File: src/rtl/seq_shifter_unit.sv
// Multi-cycle shifter/rotator (SLL/SRL/SRA/ROL/ROR) moving up to STEP bits per cycle, with carry/zero/err flags.
// Latency: out_valid from cycle N+1+ceil(amt/STEP) after acceptance in cycle N; N+1 for amt==0 or a reserved op.
// Backpressure: result holds in DONE until out_ready; one op in flight, in_ready only in IDLE.
module seq_shifter_unit #(
    parameter int WIDTH = 16,
    parameter int STEP  = 1
) (
    input  logic             clk,
    input  logic             rst_n,
    input  logic             in_valid,
    output logic             in_ready,
    input  logic [WIDTH-1:0] a,
    input  logic [WIDTH-1:0] b,
    input  logic [2:0]       op,
    output logic             out_valid,
    input  logic             out_ready,
    output logic [WIDTH-1:0] r,
    output logic             carry,
    output logic             zero,
    output logic             err,
    output logic             busy
);
    localparam int AMT_W = $clog2(WIDTH);
    // count never exceeds WIDTH-1, so clamping STEP there keeps min(count, STEP) unchanged
    localparam int STEP_C = (STEP >= WIDTH) ? WIDTH - 1 : STEP;
    localparam logic [AMT_W-1:0] STEP_V = AMT_W'(STEP_C);

    localparam logic [2:0] OP_SLL = 3'd0;
    localparam logic [2:0] OP_SRL = 3'd1;
    localparam logic [2:0] OP_SRA = 3'd2;
    localparam logic [2:0] OP_ROL = 3'd3;
    localparam logic [2:0] OP_ROR = 3'd4;

    typedef enum logic [1:0] {IDLE, SHIFT, DONE} state_t;

    state_t           state_q, state_d;
    logic [2:0]       op_q;
    logic [AMT_W-1:0] count_q;
    logic [AMT_W-1:0] amt;
    logic [AMT_W-1:0] step_amt;
    logic [AMT_W-1:0] step_m1;
    logic [AMT_W-1:0] rot_back;
    logic             reserved_in;
    logic [WIDTH-1:0] pre_l, pre_r, rot_l, rot_r;
    logic [WIDTH-1:0] shift_r;
    logic             shift_c;
    logic             unused_b;

    assign amt         = b[AMT_W-1:0];
    assign unused_b    = ^b[WIDTH-1:AMT_W];
    assign reserved_in = (op > OP_ROR);
    assign in_ready    = (state_q == IDLE);
    assign busy        = !in_ready;
    assign out_valid   = (state_q == DONE);

    always_ff @(posedge clk) begin
        if (!rst_n) state_q <= IDLE;
        else        state_q <= state_d;
    end

    always_comb begin
        state_d = state_q;
        case (state_q)
            IDLE:    if (in_valid) state_d = (amt == '0 || reserved_in) ? DONE : SHIFT;
            SHIFT:   if (count_q == step_amt) state_d = DONE;
            DONE:    if (out_ready) state_d = IDLE;
            default: state_d = IDLE;
        endcase
    end

    // step_amt is 1..WIDTH-1 whenever SHIFT uses it, so -step_amt wraps to WIDTH-step_amt
    always_comb begin
        step_amt = (count_q < STEP_V) ? count_q : STEP_V;
        step_m1  = step_amt - AMT_W'(1);
        rot_back = '0 - step_amt;
        pre_l    = r << step_m1;
        pre_r    = r >> step_m1;
        rot_l    = (r << step_amt) | (r >> rot_back);
        rot_r    = (r >> step_amt) | (r << rot_back);
        shift_r  = r;
        shift_c  = carry;
        case (op_q)
            OP_SLL: begin shift_r = r << step_amt; shift_c = pre_l[WIDTH-1]; end
            OP_SRL: begin shift_r = r >> step_amt; shift_c = pre_r[0]; end
            OP_SRA: begin shift_r = $unsigned($signed(r) >>> step_amt); shift_c = pre_r[0]; end
            OP_ROL: begin shift_r = rot_l; shift_c = rot_l[0]; end
            OP_ROR: begin shift_r = rot_r; shift_c = rot_r[WIDTH-1]; end
            default: ;
        endcase
    end

    always_ff @(posedge clk) begin
        if (!rst_n) begin
            r       <= '0;
            carry   <= 1'b0;
            zero    <= 1'b0;
            err     <= 1'b0;
            op_q    <= '0;
            count_q <= '0;
        end else begin
            case (state_q)
                IDLE: if (in_valid) begin
                    r       <= a;
                    op_q    <= op;
                    count_q <= amt;
                    carry   <= 1'b0;
                    err     <= reserved_in;
                    zero    <= (a == '0);
                end
                SHIFT: begin
                    r       <= shift_r;
                    carry   <= shift_c;
                    zero    <= (shift_r == '0);
                    count_q <= count_q - step_amt;
                end
                default: ;
            endcase
        end
    end
endmodule

File: config.mk
export PLATFORM = sky130hd
export DESIGN_NAME = seq_shifter_unit
export DESIGN_NICKNAME = d
export VERILOG_FILES = /design/src/rtl/seq_shifter_unit.sv
export SDC_FILE = /design/constraint.sdc
export NUM_CORES = 1
export LEC_CHECK = 0
export BUFFER_PORTS_ARGS = -buffer_cell sky130_fd_sc_hd__clkbuf_2
export CORE_MARGIN = 4
export CORE_UTILIZATION = 25
export DETAILED_ROUTE_END_ITERATION = 8
export HOLD_SLACK_MARGIN = 0.05
export PLACE_DENSITY = 0.44
export SYNTH_ARGS = -nofsm -noshare
export SYNTH_HDL_FRONTEND = slang
export SYNTH_SLANG_ARGS = --single-unit
File: constraint.sdc
create_clock -name clk -period 4.4 [get_ports clk]
set_input_delay 0.22 -clock clk [delete_from_list [all_inputs] [get_ports clk]]
set_output_delay 0.22 -clock clk [all_outputs]
set_load 0.02 [all_outputs]
# ---- Word-level counts from Yosys, hierarchy flattened
# Index checks and enable logic that the tools add are counted.
dict set report totals {
  ff_bits 28
  out_inout_bits 22
  wordCells 61
}
dict set report op_classes {
  add_sub_neg 3
  order_cmp 2
  n_eq_ne 11
  shifts 7
  n_mux 16
  n_bitwise 2
  reduce_logical 13
}
# cell count
set op_table {}
lappend op_table {{16-bit case mux with 5 select lines} 1}
lappend op_table {{16-bit by 4-bit << shifter with 16-bit output} 3}
lappend op_table {{16-bit logical NOT} 2}
lappend op_table {{16-bit bitwise OR} 2}
lappend op_table {{16-bit case mux with 2 select lines} 1}
lappend op_table {{16-bit by 4-bit >> shifter with 16-bit output} 2}
lappend op_table {{16-bit two-way mux} 1}
lappend op_table {{16-bit by 4-bit >> shifter with 1-bit output} 1}
lappend op_table {{16-bit by 4-bit >>> shifter with 16-bit output} 1}
lappend op_table {{2-bit two-way mux} 4}
lappend op_table {{4-bit two-way mux} 2}
lappend op_table {{4-bit case mux with 2 select lines} 1}
lappend op_table {{3-bit by 2-bit equality test with 1-bit output, second input constant} 2}
lappend op_table {{2-bit case mux with 3 select lines} 1}
lappend op_table {{3-bit AND reduction} 2}
lappend op_table {{5-bit by 2-bit != test with 1-bit output, second input constant} 1}
lappend op_table {{4-bit equality test} 1}
lappend op_table {{4-bit logical NOT} 1}
lappend op_table {{4-bit by 1-bit less-than comparator with 1-bit output, second input constant} 1}
lappend op_table {{2-bit != test, second input constant} 2}
lappend op_table {{1-bit case mux with 2 select lines} 2}
lappend op_table {{1-bit case mux with 4 select lines} 1}
lappend op_table {{2-bit AND reduction} 2}
lappend op_table {{1-bit by 4-bit subtractor with 4-bit output, first input constant} 1}
lappend op_table {{other kinds (15)} 16}

# ---- Depth between registers and ports, before layout
dict set report logic_depth {
  ltp_word 8
  mapped_depth 16
  ltp_nobuf 10
}

# ---- Worst setup path before layout
# No wires, ideal clock.
dict set report synth_path {
  path_kind {register to register}
  start {register count_q[3]}
  end {register r[7]}
  setup_ns 0.115
  arrival_ns 3.273
  required_ns 4.285
  setup_slack_ns 1.012
  stages_incl_launch_ff 16
  period_less_slack_ns 3.388
  path_cell_list {dfxtp_1 -> or4_4 -> inv_2 -> buf_4 -> buf_2 -> ha_1 -> buf_2 -> buf_2 -> buf_1 -> clkbuf_1 -> nor2_1 -> a311oi_1 -> o41ai_1 -> o21bai_1 -> o21ai_0 -> and2_1}
}
dict set report synth_between {
  elab_chain_len 7
  elab_cells_between_ends 12
  classes_between {1 x add/sub; 1 x order compare; 5 x shift; 3 x mux; 2 x bitwise}
}
# element line
set synth_lines {}
lappend synth_lines {{start: declaration} 38} ;# logic [AMT_W-1:0] count_q;
lappend synth_lines {{start signal: assignment} 105} ;# count_q <= amt;
lappend synth_lines {{start signal: assignment} 114} ;# count_q <= count_q - step_amt;
lappend synth_lines {{4-bit by 1-bit less-than comparator with 1-bit output} 73} ;# step_amt = (count_q < STEP_V) ? count_q : STEP_V;
lappend synth_lines {{4-bit two-way mux (*)} 73}
lappend synth_lines {{1-bit by 4-bit subtractor with 4-bit output} 75} ;# rot_back = '0 - step_amt;
lappend synth_lines {{16-bit by 4-bit << shifter with 16-bit output / 16-bit by 4-bit >> shifter with 16-bit output (equally long branches)} {79, 78}}
lappend synth_lines {{16-bit bitwise OR (on tied branches)} {79, 78}}
lappend synth_lines {{16-bit case mux with 5 select lines (*)} 82} ;# case (op_q)
lappend synth_lines {{16-bit case mux with 2 select lines (*)} 101} ;# case (state_q)
lappend synth_lines {{end signal: assignment} 111} ;# r <= shift_r;
lappend synth_lines {{end: declaration} 17} ;# output logic [WIDTH-1:0] r,
# Every way passes the cells marked *; elsewhere a longest branch is shown, timed or not.
# A chain may end at the register's enable or synchronous reset.

# ---- Worst setup path after layout
dict set report layout_path {
  start {register count_q[3]}
  end {register r[0]}
}
# Same word-level chain as after synthesis.

==> out/results.ini <==
[status]
outcome=finished clean

[place]
dpl.hpwl_microns=10300
gp_congestion=0.912
portBuffers=48

[power]
peakVddDrop_uv=302
swShare_pct=54.8
power.share.clock_pct=11.6
p_switching_mw=1.30
p_seq_share_pct=22.2
power_density_nw_per_um2=622
p_leak_nw=1.39
intPower_mw=1.07
p_comb_share_pct=66.2
finalPower_mw=2.36

[setup_path]
reg2reg_to=r[0]
end_kind=flip-flop
r2r_slack_ns=0.76
r2r_start=count_q[3]
worst-setup-path-type=reg -> reg
worstPathRequired_ns=4.56
startpoint_type=flip-flop
rr_worst_depth=9
crit_start=count_q[3]
endpoint=r[0]
path_max_fanout=22
crit_arrival_ns=3.80

[die]
io-pin-count=61
die_h_microns=125
die-area_sq_um=15600
start_util_pct=25.7
core_sq_um=13300
die_x_microns=125
row_count=42

[sta]
hold_viol=0
whs_ns=0.195
tightest_slew_ns=1.03
maxSlewHeadroom_pct=31.1
fmax_mhz=275
min_period_ns=3.64
setup_violations=0
setup_tns_ns=0
slew_violations=0
rsz0062_at_grt=false
skew_ns=0.00286
min_period_over_period_pct=82.7

[clocking]
ctsResizeCount=0
path_clk_slew_ns=0.07
hold_buffers=0
clk_latency_ns=0.27
cts.sinks=28
post_cts.repair.setup_buffers=0
cts_max_level=1
cts-root-buf=clkbuf_16
numCtsBuffers=3
clockBufferDepth=2
cts_tree=built

[finish]
num_antenna_cells=0
area_growth_pct=11.4
fill_cells=1486
nNetsFinal=528
layout-drive-gt1-share_pct=17.3

[global_routing]
grt_pass1_vias=3737
grt_antenna_before_repair=0
grt-ovfl-total=0
grt_pass1_wl_microns=22400
track_usage_pct=17.8
grt_max_degree=47

[drt]
antenna_left=0
drt_pre_antenna_iters=5
route.detailed.drc=0
dr.first_iter.drc_count=556
route.detailed.wl_per_inst_microns=22.2
wl_microns=14700
vias=4055
vias_per_cell=6.13

[yosys]
syn_area_sq_um=3410
syn_area_per_cell_sq_um=7.11
ys_warn_count=0
synth_nets=521
synthDistinctLibCells=71
synth_edf_count=0
synth_cells=480
ys_seq_area_share_pct=16.4
synth-seq-cells=28
ys.flop_type=dfxtp_1
async_flop_share_pct=0

[min_path]
hold_path_class=in -> reg
min_from=op[2]

[flow_run]
maxCapViolCount=0

## layout make-up
type / count / area (sq um) / share of cell area [%]
inverters: 13 / 48.8 / 1.28
clock inverters: 1 / 30.0 / 0.790
flip-flops and latches: 28 / 561 / 14.8
repair buffers: 57 / 308 / 8.10
multi-input cells: 384 / 2560 / 67.3
well taps: 176 / 220 / 5.80
clock buffers: 3 / 75.1 / 1.98
## synthesized netlist by cell type (4+ instances only)
master	instances	area, sq um
and2_1	9	56.3
nor2b_1	10	62.6
o22ai_1	4	25.0
a21boi_0	9	67.6
mux2i_1	13	130
nor2_1	34	128
nand2_1	58	218
nand3_1	23	115
dfxtp_1	28	561
a211oi_1	7	52.6
o32ai_1	5	43.8
mux2_2	5	56.3
o21ai_0	32	160
and3_1	5	31.3
inv_1	10	37.5
buf_2	9	45.0
a22oi_1	7	52.6
nand2b_1	5	31.3
o211ai_1	10	75.1
a21oi_1	22	110
a221oi_1	6	52.6
a31oi_1	8	50.1
a211o_1	4	35.0
mux4_2	9	203
nor4_1	10	62.6
nor3_1	13	65.1
o21a_1	4	30.0
clkbuf_1	38	143
nand4_1	6	37.5
## routing by layer
| layer | track usage, % | routed length [microns] | up-vias |
|---|---|---|---|
| met2 | 27.4 | 6560 | 238 |
| li1 | - | - | 1852 |
| met5 | 0 | 0 | - |
| met4 | 6.44 | 494 | 0 |
| met1 | 24.8 | 6390 | 1930 |
| met3 | 3.09 | 1260 | 35 |
## how the worst min path moves through the flow
stage,end,slack (ns),cells past startpoint
2_1_floorplan,op_q[1],0.36,2
3_3_place_gp,op_q[2],0.47,3
3_5_place_dp,op_q[2],0.48,3
4_1_cts,op_q[2],0.19,3
5_1_grt,op_q[2],0.21,3
6_report,op_q[2],0.20,3
## power by group through the flow
stage,clock [mW],combinational (mW),sequential [mW]
floorplan,0,1.19,0.407
global placement,0,1.54,0.525
detailed placement,0,1.53,0.521
CTS,0.280,1.53,0.515
global route,0.292,1.68,0.533
finish,0.275,1.56,0.525
## stage by stage
stage / setup WS, ns / cell area (sq um) / std cells / util (%)
after floorplan: 1.01 / 3410 / 480 / -
after global placement: 0.844 / 3690 / 658 / 27.8
after detailed placement: 0.808 / 3690 / 658 / 27.8
after CTS: 0.785 / 3800 / 662 / 28.6
after global routing: 0.565 / 3800 / 662 / 28.6
final: 0.760 / 3800 / 662 / 28.6
## sequential cells by signal, indices dropped and copies added, names as in the netlist
name,flops
r,16
count_q,4
op_q,3
state_q,2
carry,1
err,1
zero,1
## cell families (layout without fill, tap and decap cells)
family	after synthesis	after routing	synth area share, %
mux	28	28	12.2
simple gates	191	191	28.1
fa+ha+maj	2	2	0.733
xor+xnor	2	2	0.513
compound gates	160	160	33.3
buf+inv	68	74	8.69
flops	28	28	16.4
other cells	1	1	0.110
## cells in the final DEF (no fill, tap or decap), types with 4 or more instances in the layout
cell type | netlist | final
o22ai_1 | 4 | 4
a211o_1 | 4 | 4
clkbuf_2 | 0 | 48
nand3_1 | 23 | 23
a211oi_1 | 7 | 7
o211ai_1 | 10 | 10
nor4_1 | 10 | 10
a221oi_1 | 6 | 6
nand2_1 | 58 | 58
nor2_1 | 34 | 34
nor3_1 | 13 | 13
o32ai_1 | 5 | 5
inv_1 | 10 | 10
nand4_1 | 6 | 6
a22oi_1 | 7 | 7
and3_1 | 5 | 5
a31oi_1 | 8 | 8
a21oi_1 | 22 | 22
and2_1 | 9 | 9
buf_4 | 2 | 9
nand2b_1 | 5 | 5
nor2b_1 | 10 | 10
a21boi_0 | 9 | 9
dfxtp_1 | 28 | 28
o21ai_0 | 32 | 32
o21a_1 | 4 | 4
mux2_2 | 5 | 5
mux2i_1 | 13 | 13
mux4_2 | 9 | 9
## critical path, cell delays in order (launching register included)
cell	delay, ns
dfxtp_1	0.35
or4_4	0.57
inv_2	0.08
ha_2	0.48
mux4_2	0.64
o21ai_0	0.16
o21ai_0	0.19
o311ai_0	0.71
o21ai_0	0.15
and2_1	0.19
Power figures use the tool's default switching activity.
